**config.mk**
```make
export PLATFORM = sky130hd
export DESIGN_NAME = sn74ls49_reader
export DESIGN_NICKNAME = d
export VERILOG_FILES = /design/src/rtl/sn74ls49_pkg.sv /design/src/rtl/seg_sync.sv /design/src/rtl/sn74ls49_reader.sv
export SDC_FILE = /design/constraint.sdc
export NUM_CORES = 1
export LEC_CHECK = 0
export ABC_AREA = 1
export ABC_CLOCK_PERIOD_IN_PS = 2050
export CAP_MARGIN = 10
export CORE_ASPECT_RATIO = 0.6
export CORE_MARGIN = 3
export CORE_UTILIZATION = 60
export CTS_CLUSTER_DIAMETER = 60
export DETAILED_ROUTE_END_ITERATION = 8
export HOLD_SLACK_MARGIN = 0.08
export PLACE_DENSITY_LB_ADDON = 0.2
export SETUP_SLACK_MARGIN = 0.3
export SLEW_MARGIN = 10
export SYNTH_ARGS = -nofsm -noshare
export SYNTH_HDL_FRONTEND = slang
export SYNTH_HIERARCHICAL = 1
export SYNTH_SLANG_ARGS = --single-unit
```
**constraint.sdc**
```tcl
create_clock -name clk -period 2.05 [get_ports clk]
set_input_delay 0.615 -clock clk [delete_from_list [all_inputs] [get_ports clk]]
set_output_delay 0.615 -clock clk [all_outputs]
set_load 0.05 [all_outputs]
```
**src/rtl/sn74ls49_pkg.sv**
```systemverilog
// Glyph constants, FSM state type and pattern-to-code decode for the SN74LS49 glyph set.
// Latency: none. Everything here is constants and combinational helpers.
// Backpressure: not applicable.
package sn74ls49_pkg;

   // Segment patterns are ordered {a,b,c,d,e,f,g}, with 1 meaning the segment is lit
   localparam logic [6:0] SEG_0 = 7'h7E;
   localparam logic [6:0] SEG_1 = 7'h30;
   localparam logic [6:0] SEG_2 = 7'h6D;
   localparam logic [6:0] SEG_3 = 7'h79;
   localparam logic [6:0] SEG_4 = 7'h33;
   localparam logic [6:0] SEG_5 = 7'h5B;
   localparam logic [6:0] SEG_6 = 7'h1F;
   localparam logic [6:0] SEG_7 = 7'h70;
   localparam logic [6:0] SEG_8 = 7'h7F;
   localparam logic [6:0] SEG_9 = 7'h73;
   localparam logic [6:0] SEG_A = 7'h0D;
   localparam logic [6:0] SEG_B = 7'h19;
   localparam logic [6:0] SEG_C = 7'h23;
   localparam logic [6:0] SEG_D = 7'h4B;
   localparam logic [6:0] SEG_E = 7'h0F;
   localparam logic [6:0] SEG_F = 7'h00;

   typedef enum logic {TRACK = 1'b0, PEND = 1'b1} state_t;

   // Decoded word as it sits in the output slot
   typedef struct packed {
      logic       illegal;
      logic       blank;
      logic [3:0] code;
   } word_t;

   // Returns {illegal, code}. Patterns outside the glyph table decode to code 0 with illegal set.
   function automatic logic [4:0] seg_to_code(input logic [6:0] pat);
      logic [4:0] r;
      case (pat)
         SEG_0:   r = 5'h00;
         SEG_1:   r = 5'h01;
         SEG_2:   r = 5'h02;
         SEG_3:   r = 5'h03;
         SEG_4:   r = 5'h04;
         SEG_5:   r = 5'h05;
         SEG_6:   r = 5'h06;
         SEG_7:   r = 5'h07;
         SEG_8:   r = 5'h08;
         SEG_9:   r = 5'h09;
         SEG_A:   r = 5'h0A;
         SEG_B:   r = 5'h0B;
         SEG_C:   r = 5'h0C;
         SEG_D:   r = 5'h0D;
         SEG_E:   r = 5'h0E;
         SEG_F:   r = 5'h0F;
         default: r = 5'h10;
      endcase
      return r;
   endfunction

endpackage

```
**src/rtl/seg_sync.sv**
```systemverilog
// Two-flop synchronizer for a bundle of independent asynchronous lines.
// Latency: 2 clk cycles.
// Backpressure: none. It samples on every cycle.
module seg_sync #(
   parameter int unsigned W = 7
) (
   input  logic         clk,
   input  logic         rst,
   input  logic [W-1:0] d,
   output logic [W-1:0] q
);

   logic [W-1:0] meta;

   // Two-stage capture. Both stages reset to all-off.
   always_ff @(posedge clk or posedge rst) begin
      if (rst) begin
         meta <= '0;
         q    <= '0;
      end else begin
         meta <= d;
         q    <= meta;
      end
   end

endmodule

```
**src/rtl/sn74ls49_reader.sv**
```systemverilog
// Recovers 4-bit codes from 7-segment lines, filtering glitches and suppressing repeats.
// Latency: STABLE_CYCLES+3 cycles from a clean step on the segment lines to out_valid.
// Backpressure: one-deep output slot. A settled event waits in PEND and flags overrun while the slot is busy.
module sn74ls49_reader #(
   parameter int unsigned STABLE_CYCLES = 4
) (
   input  logic       clk,
   input  logic       rst,
   input  logic       seg_a,
   input  logic       seg_b,
   input  logic       seg_c,
   input  logic       seg_d,
   input  logic       seg_e,
   input  logic       seg_f,
   input  logic       seg_g,
   input  logic       out_ready,
   input  logic       clr_overrun,
   output logic       out_valid,
   output logic [3:0] out_code,
   output logic       out_blank,
   output logic       out_illegal,
   output logic       overrun
);
   import sn74ls49_pkg::*;

   localparam logic [7:0] CNT_MAX    = 8'(STABLE_CYCLES);
   localparam logic [7:0] CNT_SETTLE = 8'(STABLE_CYCLES - 1);

   logic [6:0] pat;
   logic [6:0] cand;
   logic [7:0] cnt;
   logic [6:0] last_pat;
   logic       last_valid;
   logic       pat_chg;
   logic       settled;
   logic       slot_free;
   logic       load;
   logic       set_ovr;
   state_t     state, state_nxt;
   word_t      word_nxt;
   logic [4:0] dec;

   seg_sync #(.W(7)) u_sync (
      .clk (clk),
      .rst (rst),
      .d   ({seg_a, seg_b, seg_c, seg_d, seg_e, seg_f, seg_g}),
      .q   (pat)
   );

   assign pat_chg   = (pat != cand);
   assign settled   = !pat_chg && (cnt == CNT_SETTLE);
   assign slot_free = !out_valid || out_ready;

   // Stability counter: restart on any change and saturate once the pattern has been steady long enough
   always_ff @(posedge clk or posedge rst) begin
      if (rst) begin
         cand <= '0;
         cnt  <= '0;
      end else if (pat_chg) begin
         cand <= pat;
         cnt  <= '0;
      end else if (cnt != CNT_MAX) begin
         cnt  <= cnt + 8'd1;
      end
   end

   // FSM state register
   always_ff @(posedge clk or posedge rst) begin
      if (rst) state <= TRACK;
      else     state <= state_nxt;
   end

   // Next state. A pattern change while pending discards the event.
   always_comb begin
      state_nxt = state;
      case (state)
         TRACK: if (settled && (!last_valid || cand != last_pat)) state_nxt = PEND;
         PEND:  if (pat_chg || slot_free)                          state_nxt = TRACK;
         default:                                                  state_nxt = TRACK;
      endcase
   end

   // FSM outputs: load the slot when it frees up, and flag overrun while it stays busy
   always_comb begin
      load    = 1'b0;
      set_ovr = 1'b0;
      if (state == PEND && !pat_chg) begin
         load    = slot_free;
         set_ovr = !slot_free;
      end
   end

   assign dec      = seg_to_code(cand);
   assign word_nxt = '{illegal: dec[4], blank: (cand == SEG_F), code: dec[3:0]};

   // Output slot: new data on load, otherwise drop valid once the word has been accepted
   always_ff @(posedge clk or posedge rst) begin
      if (rst) begin
         out_valid   <= 1'b0;
         out_code    <= '0;
         out_blank   <= 1'b0;
         out_illegal <= 1'b0;
      end else if (load) begin
         out_valid   <= 1'b1;
         out_code    <= word_nxt.code;
         out_blank   <= word_nxt.blank;
         out_illegal <= word_nxt.illegal;
      end else if (out_ready) begin
         out_valid   <= 1'b0;
      end
   end

   // Remember the last delivered pattern so that holding it steady produces no repeat
   always_ff @(posedge clk or posedge rst) begin
      if (rst) begin
         last_pat   <= '0;
         last_valid <= 1'b0;
      end else if (load) begin
         last_pat   <= cand;
         last_valid <= 1'b1;
      end
   end

   // Sticky overrun flag. A set in the same cycle as a clear takes priority.
   always_ff @(posedge clk or posedge rst) begin
      if (rst)              overrun <= 1'b0;
      else if (set_ovr)     overrun <= 1'b1;
      else if (clr_overrun) overrun <= 1'b0;
   end

endmodule

```
# Word level (Yosys, flattened, before mapping)
# Cells that the tools add are included.
[totals]
reg_bits = 46
input_bits = 11
wordCells = 59
[classes]
add_sub_neg = 1
n_eq_ne = 19
mux = 12
n_bitwise = 1
reduce_logical = 14
[ops]
columns = ["operator", "count"]
rows = [
  ["one-hot mux 5 bit (16 select lines)", 1],
  ["equality test 7 bit, second input constant", 8],
  ["equality test 7 x 6 -> 1 bit, second input constant", 3],
  ["2-to-1 mux 8 bit", 2],
  ["equality test 7 x 4 -> 1 bit, second input constant", 2],
  ["equality test 7 x 5 -> 1 bit, second input constant", 2],
  ["!= test 7 bit", 2],
  ["adder 8 x 1 -> 8 bit, second input constant", 1],
  ["equality test 8 x 2 -> 1 bit, second input constant", 1],
  ["2-to-1 mux 1 bit", 8],
  ["!= test 8 x 3 -> 1 bit, second input constant", 1],
  ["zero test 7 bit", 1],
  ["nonzero test 2 bit", 3],
  ["zero test 1 bit", 4],
  ["logical AND 1 bit", 3],
  ["logical OR 1 bit", 3],
  ["one-hot mux 1 bit (2 select lines)", 1],
  ["NOT 1 bit", 1],
]

# Longest topological paths before layout
# Gate-level depths: netlist (run 1).
[logic_depth]
ltp_word = 6
mapped_depth = 11
ltp_nobuf = 10

# Modules after synthesis
# The synthesis (run 1) kept the hierarchy.
[modules_own_cells]
columns = ["mod", "instances", "cells_each", "area_each_um2", "seq_area_each_um2"]
rows = [
  ["sn74ls49_reader", 1, 257, 1869.3, 800.8],
  ["seg_sync", 1, 15, 354.1, 350.3],
]

# Worst setup path after synthesis (run 1)
# No wires, ideal clock.
[synth_path]
path_kind = "register to register"
from = "register out_valid"
to = "register out_code[0]"
t_arrival_ns = 1.377
slack_ns = 0.608
stages_incl_launch_ff = 8
path_buffers = 1
cell_sequence = "dfrtp_1 -> inv_1 -> nor2_1 -> inv_1 -> nand3_4 -> buf_6 -> nand2_1 -> nand2_1"
[synth_between]
elab_chain_cells = 3
[synth_rtl]
columns = ["element", "line_no", "text"]
rows = [
  ["start, declared", "sn74ls49_reader.sv:18", "output logic out_valid,"],
  ["start signal, assigned", "sn74ls49_reader.sv:99", "out_valid <= 1'b0;"],
  ["start signal, assigned", "sn74ls49_reader.sv:104", "out_valid <= 1'b1;"],
  ["start signal, assigned", "sn74ls49_reader.sv:109", "out_valid <= 1'b0;"],
  ["zero test 1 bit", "sn74ls49_reader.sv:52", "assign slot_free = !out_valid || out_ready;"],
  ["logical OR 1 bit", "sn74ls49_reader.sv:52", ""],
  ["2-to-1 mux 1 bit", "sn74ls49_reader.sv:87", "if (state == PEND && !pat_chg) begin"],
  ["end signal, assigned", "sn74ls49_reader.sv:105", "out_code <= word_nxt.code;"],
  ["end, declared", "sn74ls49_reader.sv:19", "output logic [3:0] out_code,"],
]
# Every way passes these cells.
# A chain may end at the register's enable or synchronous reset.

# Worst setup path after layout (run 1)
[layout_path]
from = "register cand[3]"
to = "register out_code[1]"
[layout_between]
elab_chain_cells = 4
elab_cells_between_ends = 21
[layout_rtl]
columns = ["element", "line_no", "text"]
rows = [
  ["start, declared", "sn74ls49_reader.sv:30", "logic [6:0] cand;"],
  ["start signal, assigned", "sn74ls49_reader.sv:60", "cand <= pat;"],
  ["branches (longest 4 deep; another with one-hot mux 5 bit (16 select lines))", "--", ""],
]
# Parallel ways; which one is timed is not known.

==> flow_summary.ini, run 1 <==
[pwr]
powerDensity_nw_per_um2 = 712
p_clk_share_pct = 37.8
p_int_mw = 1.35
switching_share_pct = 23.9
total_power_mw = 1.78
power_frac_comb_pct = 8.1
p_sw_mw = 0.426
power_frac_seq_pct = 54.1
leakage_nw = 1.25
ir_drop_uv = 556

[setup_path]
path_cells = xnor2_1, nand3_1, nor2_4, nand3_4, nand2_1, nand2_1
crit_arrival_ps = 1780
crit_path_frequent_cell = nand2_1
slowest_stage = dfrtp_1
worst_ep_required_time_ps = 2240
crit_family = simple AND/OR/NAND/NOR gates
cp-end-kind = register
critPathKind = register to register
worst-path-buf-inv = 0
critPathMaxFanout = 14
slowest_delay_ps = 440
worstSetupStartpointType = register

[placement]
post-place-ws_ps = 201
hpwl_mm = 2.95
gp_congestion = 0.959
place_inst = 322
placed_area_um2 = 2360
portBuffers = 18

[logic_synthesis]
ys_warn_count = 6
synth_top_family_by_area = simple AND/OR/NAND/NOR gates
synth_top_area_share_pct = 51.8
synth_fp_nets = 285
synth-compound-area-share_pct = 4.05
synth-xor-area-share_pct = 6.19
ys_seq_area_share_pct = 51.8
ys_types = 24
synth_area_leader_cell = dfrtp_1
avgSynthCellArea_um2 = 8.17
synth.area.mux_share_pct = 0
synth_seq_cells = 46
syn_inst = 272
synth.area.top_cells = dfrtp_1 52%, nand2_1 17%, nor2_1 5.9%, inv_1 4.1%, xnor2_1 3.2%
netlist_area_um2 = 2220
yosys.area_share.simple_pct = 29.0
synthAdderAreaFrac_pct = 1.13

[sta]
setup_violations = 0
final.setup.worst_slack_ps = 456
hold_violations = 0
period_minus_slack_ps = 1590
fmax_ghz = 0.627
whs_ps = 356
max_slew_margin_pct = 68.0
fin_setup_tns_ps = 0
grt_setup_unrepaired = no
min_period_over_period_pct = 77.8
tightest_slew_ps = 480
finalClockSkew_ps = 5.57
report.final.slew_viol_count = 0

[detailed_routing]
drtIter0Drc = 111
wirelength_mm = 4.18
met1_length_mm = 2.08
drcViolationCount = 0
maxUsedRoutingLayer = met4
avgRoutedWirePerCell_um = 12.6
first_pass_iters = 4
antenna_left = 0
vias_per_cell = 5.14
wl_met3_um = 355
vias = 1701
met2WireLength_mm = 1.73

[min_path]
hold_class = register to register

[cells_and_area]
finalNetCount = 298
fin_cells = 331
regArea_um2 = 1150
multi_input_area_um2 = 900
final_common_cell = nand2_1
antenna_cells = 0
final_area_um2 = 2500
syn2layout_area_growth_pct = 12.4
final_cell_mix = 98 x nand2_1, 45 x dfrtp_1, 34 x nor2_1
drive_above_1_share_pct = 9.79
fillers = 247
final_util_pct = 73.5

[die]
die_area_um2 = 4500
die_h_um = 53.2
pin_count = 19
core_area_um2 = 3400
die_w_um = 84.6
start_util_pct = 65.3
rows = 16

[clock_tree]
clock-sinks = 46
cts.clk_slew.worst_paths_ps = 90
clk_path_buf_depth = 2
htree_num_levels = 2
postCtsHoldBufs = 0
insertion_delay_ps = 290
tritoncts = built
cts_buffers = 5
cts_root_buffer = clkbuf_8

[global_route]
grt_max_degree = 33
grt_pass1_wl_mm = 7.18
antenna_found_initial = 0
grt_use_total_pct = 20.7
grt_pass1_vias = 1528
grt_overflow_total = 0

[run_status]
status = completed

[run]
timing.max_cap.violations = 0
[logic make-up after synthesis]
group / count (synthesis)
flip-flops: 46
AO/OA/AOI/OAI: 17
buffers and inverters: 38
AND/OR/NAND/NOR: 155
XOR/XNOR: 14
adder cells (fa/ha/maj): 2
[cell type report]
cell class              count  share of cell area [%]
well taps                  45                    2.25
clock buffers               5                    2.75
multi-input cells         188                    36.0
inverters                  24                    3.60
clock inverters             3                    1.80
repair buffers             20                    7.51
flip-flops and latches     46                    46.1
[sequential cells by signal, summed over array words and instances, names as in the netlist]
signal	count
state	1
out_blank	1
u_sync/meta	7
out_code	4
overrun	1
cnt	8
last_valid	1
out_illegal	1
last_pat	7
u_sync/q	7
out_valid	1
cand	7
[power groups by stage]
stage          registers (mW)  clock network, mW  logic [mW]
2_1_floorplan           0.984                  0      0.0954
3_3_place_gp            0.978                  0       0.142
3_5_place_dp            0.979                  0       0.144
4_1_cts                 0.961              0.685       0.145
5_1_grt                 0.965              0.728       0.161
6_report                0.962              0.673       0.144
[synth_stat cells (all sizes together)]
cell type  count
nor2          38
nor3           2
nand4          1
o211ai         1
or2            1
a211oi         1
inv           24
buf            6
clkbuf         8
o21ai          8
nor4           1
dfrtp         46
xor2           4
ha             2
nand2         98
a21oi          7
xnor2         10
nand3         14
[worst paths after layout]
path / startpoint / end / slack (ps) / cells after the start
worst max-delay path: cand[3] / out_code[1] / 460 / 6
worst min-delay path: u_sync/meta[0] / u_sync/q[0] / 360 / 0
worst max register to register: cand[3] / out_code[1] / 460 / 6
worst min register to register: u_sync/meta[0] / u_sync/q[0] / 360 / 0
max in group asynchronous: rst / cand[6] / 1030 / 3
min in group asynchronous: rst / u_sync/meta[2] / 650 / 2
[routing by layer]
layer,GRT usage (%),up-vias
li1,-,849
met4,3.68,0
met2,31.6,73
met1,29.8,775
met3,6.07,4
met5,0,-
[what timing repair did]
| action | 4_1_cts | 5_1_grt |
|---|---|---|
| gates resized for setup | 0 | 2 |
| buffers inserted | 0 | 1 |
| setup endpoints to repair | 0 | 12 |
No activity file was read; power rests on OpenSTA's default activity.
==> inputs of run 2 (changes only) <==
Settings changed: ABC_CLOCK_PERIOD_IN_PS 2050 to 1570, CORE_UTILIZATION 60 to 57.
Clock period 2.05 ns to 1.57 ns, I/O delays scaled along.
==> run 2 against run 1 <==
  * Critical endpoint is now cnt[3]
  * Critical path depth increased by 1
  * Clock skew increased by 2.7 ps
  * Combinational power grew 78%
  * Via count is 3.9% higher
  * Count of clock-buffer cells in the layout up 1
  * First-iteration DRC count up 14%
  * Clock power is 29% higher
  * Routed wire length up 11%
==> flow_summary.ini, run 2 (same netlist as run 1, synthesis figures left out) <==
[die]
die_w_um = 86.6
core_area_um2 = 3480
start_util_pct = 63.8
rows = 16
die_h_um = 54.4
die_area_um2 = 4710
pin_count = 19

[run_status]
status = completed

[clock_tree]
cts_buffers = 5
clk_path_buf_depth = 2
tritoncts = built
insertion_delay_ps = 300
clock-sinks = 46
cts_root_buffer = clkbuf_8
htree_num_levels = 2
cts.clk_slew.worst_paths_ps = 80

[setup_path]
critPathMaxFanout = 6
cp-end-kind = register
crit_arrival_ps = 1680
worst-path-buf-inv = 1
worst_ep_required_time_ps = 1790
slowest_delay_ps = 470
crit_family = flip-flops
worstSetupStartpointType = register
path_cells = xor2_1, nor2_1, nand2_1, nor2_4, buf_4, o21ai_0, a21oi_1
critPathKind = register to register
slowest_stage = dfrtp_2

[detailed_routing]
vias_per_cell = 4.98
wirelength_mm = 4.66
avgRoutedWirePerCell_um = 13.1
vias = 1768
first_pass_iters = 4
antenna_left = 0
drtIter0Drc = 127
drcViolationCount = 0

[cells_and_area]
top_register = cnt
antenna_cells = 0
final_cell_mix = 97 x nand2_1, 37 x dfrtp_1, 27 x nor2_1
syn2layout_area_growth_pct = 29.5
final_area_um2 = 2880
drive_above_1_share_pct = 25.8
final_util_pct = 82.7
final_common_cell = nand2_1
finalNetCount = 322
fin_cells = 355
largest_register_ffs = 8

[sta]
fmax_ghz = 0.688
setup_violations = 0
finalClockSkew_ps = 8.26
grt_setup_unrepaired = yes
max_slew_margin_pct = 81.4
hold_violations = 0
tightest_slew_ps = 277
whs_ps = 354
report.final.slew_viol_count = 0
period_minus_slack_ps = 1450
min_period_over_period_pct = 92.6

[global_route]
grt-busiest-layer = met2
grt_pass1_vias = 1588
met1_usage_pct = 28.9
antenna_found_initial = 0
grt_overflow_total = 0
grt_pass1_wl_mm = 7.18
grt_use_met2_pct = 31.5
grt_use_total_pct = 20.2
grtUsageMet3_pct = 4.96
grt_max_degree = 33

[pwr]
p_int_mw = 1.82
p_sw_mw = 0.561
leakage_nw = 1.42
p_clk_share_pct = 36.4
ir_drop_uv = 937
switching_share_pct = 23.5
power_frac_seq_pct = 52.8
power_frac_comb_pct = 10.8
total_power_mw = 2.38
powerDensity_nw_per_um2 = 828

[placement]
gp_congestion = 0.828
hpwl_mm = 3.05
portBuffers = 18
placed_area_um2 = 2540
place_inst = 330

[run]
timing.max_cap.violations = 0

[min_path]
hold_class = register to register
run 2: final timing paths:
check | from | to | slack [ps] | cells past startpoint
min in group asynchronous | rst | u_sync/meta[0] | 480 | 3
min | u_sync/meta[3] | u_sync/q[3] | 350 | 0
max in group asynchronous | rst | out_valid | 850 | 3
min reg2reg | u_sync/meta[3] | u_sync/q[3] | 350 | 0
max | cand[6] | cnt[3] | 120 | 7
max reg2reg | cand[6] | cnt[3] | 120 | 7
run 2: area by class of cell:
cell class	count	area [um^2]
multi-input cells	188	981
well taps	45	56.3
clock inverters	2	37.5
fillers	211	603
repair buffers	44	480
inverters	24	90.1
flip-flops and latches	46	1160
clock buffers	6	72.6
run 2: repair_timing:
| item | in CTS | in global routing |
|---|---|---|
| endpoints found under the hold margin | 0 | 0 |
| hold buffers | 0 | 0 |
| buffers inserted | 8 | 9 |
| pin swaps | 5 | 2 |
| gates resized for setup | 14 | 19 |
| setup endpoints to repair | 31 | 33 |
| cloned | 0 | 0 |
run 2: metrics by stage:
stage | worst slack, ps | TNS, ps
6_report | 116 | 0
5_1_grt | 2.75 | 0
4_1_cts | 144 | 0
3_5_place_dp | -19.4 | -96.9
3_3_place_gp | 1.17 | 0
2_1_floorplan | 175 | 0
run 2: worst register-to-register path, cell delays in order (launching register included):
cell and delay, ps:
dfrtp_2 470, xor2_1 180, nor2_1 90, nand2_1 90
nor2_4 180, buf_4 160, o21ai_0 90, a21oi_1 140
run 2: per-layer routing:
| metal | vias up | routed length, um | share of wire, % |
|---|---|---|---|
| met2 | 57 | 2130 | 46 |
| met4 | 0 | 35 | 0.75 |
| met1 | 801 | 2190 | 47 |
| li1 | 905 | - | - |
| met5 | - | 0 | 0 |
| met3 | 5 | 305 | 6.5 |
run 2: power groups by stage:
stage / combinational, mW / sequential, mW / clock [mW]
after floorplan: 0.126 / 1.29 / 0
after global placement: 0.223 / 1.28 / 0
after detailed placement: 0.226 / 1.28 / 0
after CTS: 0.238 / 1.26 / 0.871
after global routing: 0.282 / 1.27 / 0.930
final: 0.257 / 1.26 / 0.868
==> inputs of run 3 (changes only) <==
Settings changed: CORE_MARGIN 3 to 2.
==> run 3 against run 2 <==
  * Design area grew 6.0%
  * Utilization shrank 0.20 points
  * Highest routed layer unchanged
  * Critical endpoint unchanged
  * Setup slack lost 100 ps
  * Sequential cell count is the same
  * Via count grew 7.2%
  * Critical path type unchanged
  * Non-clock buffer count grew 2
  * Combinational power is essentially flat
  * Final cell count grew 1.4%
  * Sequential power is essentially flat
  * Routed wire length grew 19%
  * Largest power group unchanged
  * Fmax shrank 6.7%
  * Die area shrank 5.9%
==> flow_summary.ini, run 3 (same netlist as run 1, synthesis figures left out) <==
[cells_and_area]
top_register = cnt
final_common_cell = nand2_1
final_cell_mix = 90 x nand2_1, 36 x dfrtp_1, 25 x nor2_1
finalNetCount = 325
drive_above_1_share_pct = 34.2
largest_register_ffs = 8
syn2layout_area_growth_pct = 37.3
antenna_cells = 0
fillers = 213

[sta]
whs_ps = 351
setup_violations = 0
report.final.slew_viol_count = 0
fmax_ghz = 0.642
period_minus_slack_ps = 1560
fin_setup_tns_ps = 0
finalClockSkew_ps = 9.22
max_slew_margin_pct = 72.0
hold_violations = 0
grt_setup_unrepaired = yes
min_period_over_period_pct = 99.3
final.setup.worst_slack_ps = 11.7
tightest_slew_ps = 420

[global_route]
grt_max_degree = 33
grt_use_total_pct = 24.5
grt_overflow_total = 0
grt_pass1_vias = 1694
antenna_found_initial = 0
grt_pass1_wl_mm = 8.18

[min_path]
hold_start = u_sync/meta[4]
hold_class = register to register
hold_end = u_sync/q[4]
worstHoldPathCells = 0

[placement]
hpwl_mm = 3.15
portBuffers = 18
gp_congestion = 0.859
post-place-ws_ps = -30.3

[clock_tree]
cts.clk_slew.worst_paths_ps = 90
htree_num_levels = 2
tritoncts = built
clk_path_buf_depth = 2
insertion_delay_ps = 310
clock-sinks = 46
cts_root_buffer = clkbuf_8
cts_buffers = 5

[pwr]
total_power_mw = 2.41
ir_drop_uv = 666
leakage_nw = 1.43
powerDensity_nw_per_um2 = 788

[detailed_routing]
antenna_left = 0
drtIter0Drc = 191
first_pass_iters = 4
vias = 1895
drcViolationCount = 0
avgRoutedWirePerCell_um = 15.4
vias_per_cell = 5.26
wirelength_mm = 5.55

[setup_path]
worst_r2r_path_depth = 7
crit_arrival_ps = 1800
slowest_stage = dfrtp_2
r2r-start = cnt[0]
critPathKind = register to register
cp-end-kind = register
worstSetupStartpointType = register
worst_ep_required_time_ps = 1810
regToRegSetupSlack_ps = 10
slowest_delay_ps = 440
timing.rr.end = cnt[3]
critPathMaxFanout = 3
path_cells = inv_2, ha_4, nand3_4, nor2_4, nor2_1, nand3_1, a21oi_2

[die]
start_util_pct = 60.1
die_area_um2 = 4430
pin_count = 19
rows = 17
die_h_um = 52.4
core_area_um2 = 3700
die_w_um = 84.6

[run_status]
status = completed

[run]
timing.max_cap.violations = 0
[run 3: cell count changes in the layout (fill, tap and decap cells not counted), sizes merged]
cell / delta
buf: +2
nand3: +1
[run 3: power by group]
| part | internal, mW | switching (mW) | total (mW) |
|---|---|---|---|
| clock network | 0.475 | 0.411 | 0.886 |
| registers | 1.22 | 0.0413 | 1.26 |
| logic | 0.127 | 0.132 | 0.259 |
[run 3: stage by stage]
step | util, % | std cells | cell area, um^2
after floorplan | - | 272 | 2230
after global placement | 69.9 | 336 | 2590
after detailed placement | 69.9 | 336 | 2590
after CTS | 77.1 | 354 | 2860
after global routing | 82.5 | 360 | 3050
final | 82.5 | 360 | 3050
[run 3: layout make-up]
cell class                 count  area [um^2]  area share, %
clock inverter                 2         37.5           1.23
tap                           47         58.8           1.93
sequential                    46         1160           38.1
timing repair buffer          46          510           16.7
clock buffer                   6         72.6           2.38
inverter                      24         90.1           2.95
multi-input combinational    189         1120           36.7
[run 3: what timing repair did]
action,in CTS,in global routing
setup endpoints to repair,31,32
pin swaps,12,11
resized for setup,30,42
gates cloned,1,0
hold buffers,0,0
setup buffers,9,6
[run 3: critical path, delay by kind of cell, from the launching register on]
family,cells,cell delay (ps)
AND/OR/NAND/NOR,4,620
flip-flops,1,440
buffers and inverters,1,80
adder cells (fa/ha/maj),1,170
AO/OA/AOI/OAI,1,180
[run 3: how the worst max path moves through the flow]
stage,start,endpoint,slack [ps],cells after the start
after detailed placement,out_ready,last_pat[6],-30,6
after floorplan,cand[6],out_code[0],180,9
after global placement,out_ready,out_code[0],-7,6
after CTS,cand[1],last_pat[6],100,7
after global routing,cand[0],out_code[3],-30,7
final,cnt[0],cnt[3],10,7
[run 3: per-layer routing]
layer	track usage, %	up-vias	wire length [um]
li1	-	907	-
met1	35.6	898	2560
met2	37.1	73	2520
met3	6.30	17	343
met4	5.82	0	121
met5	0	-	0
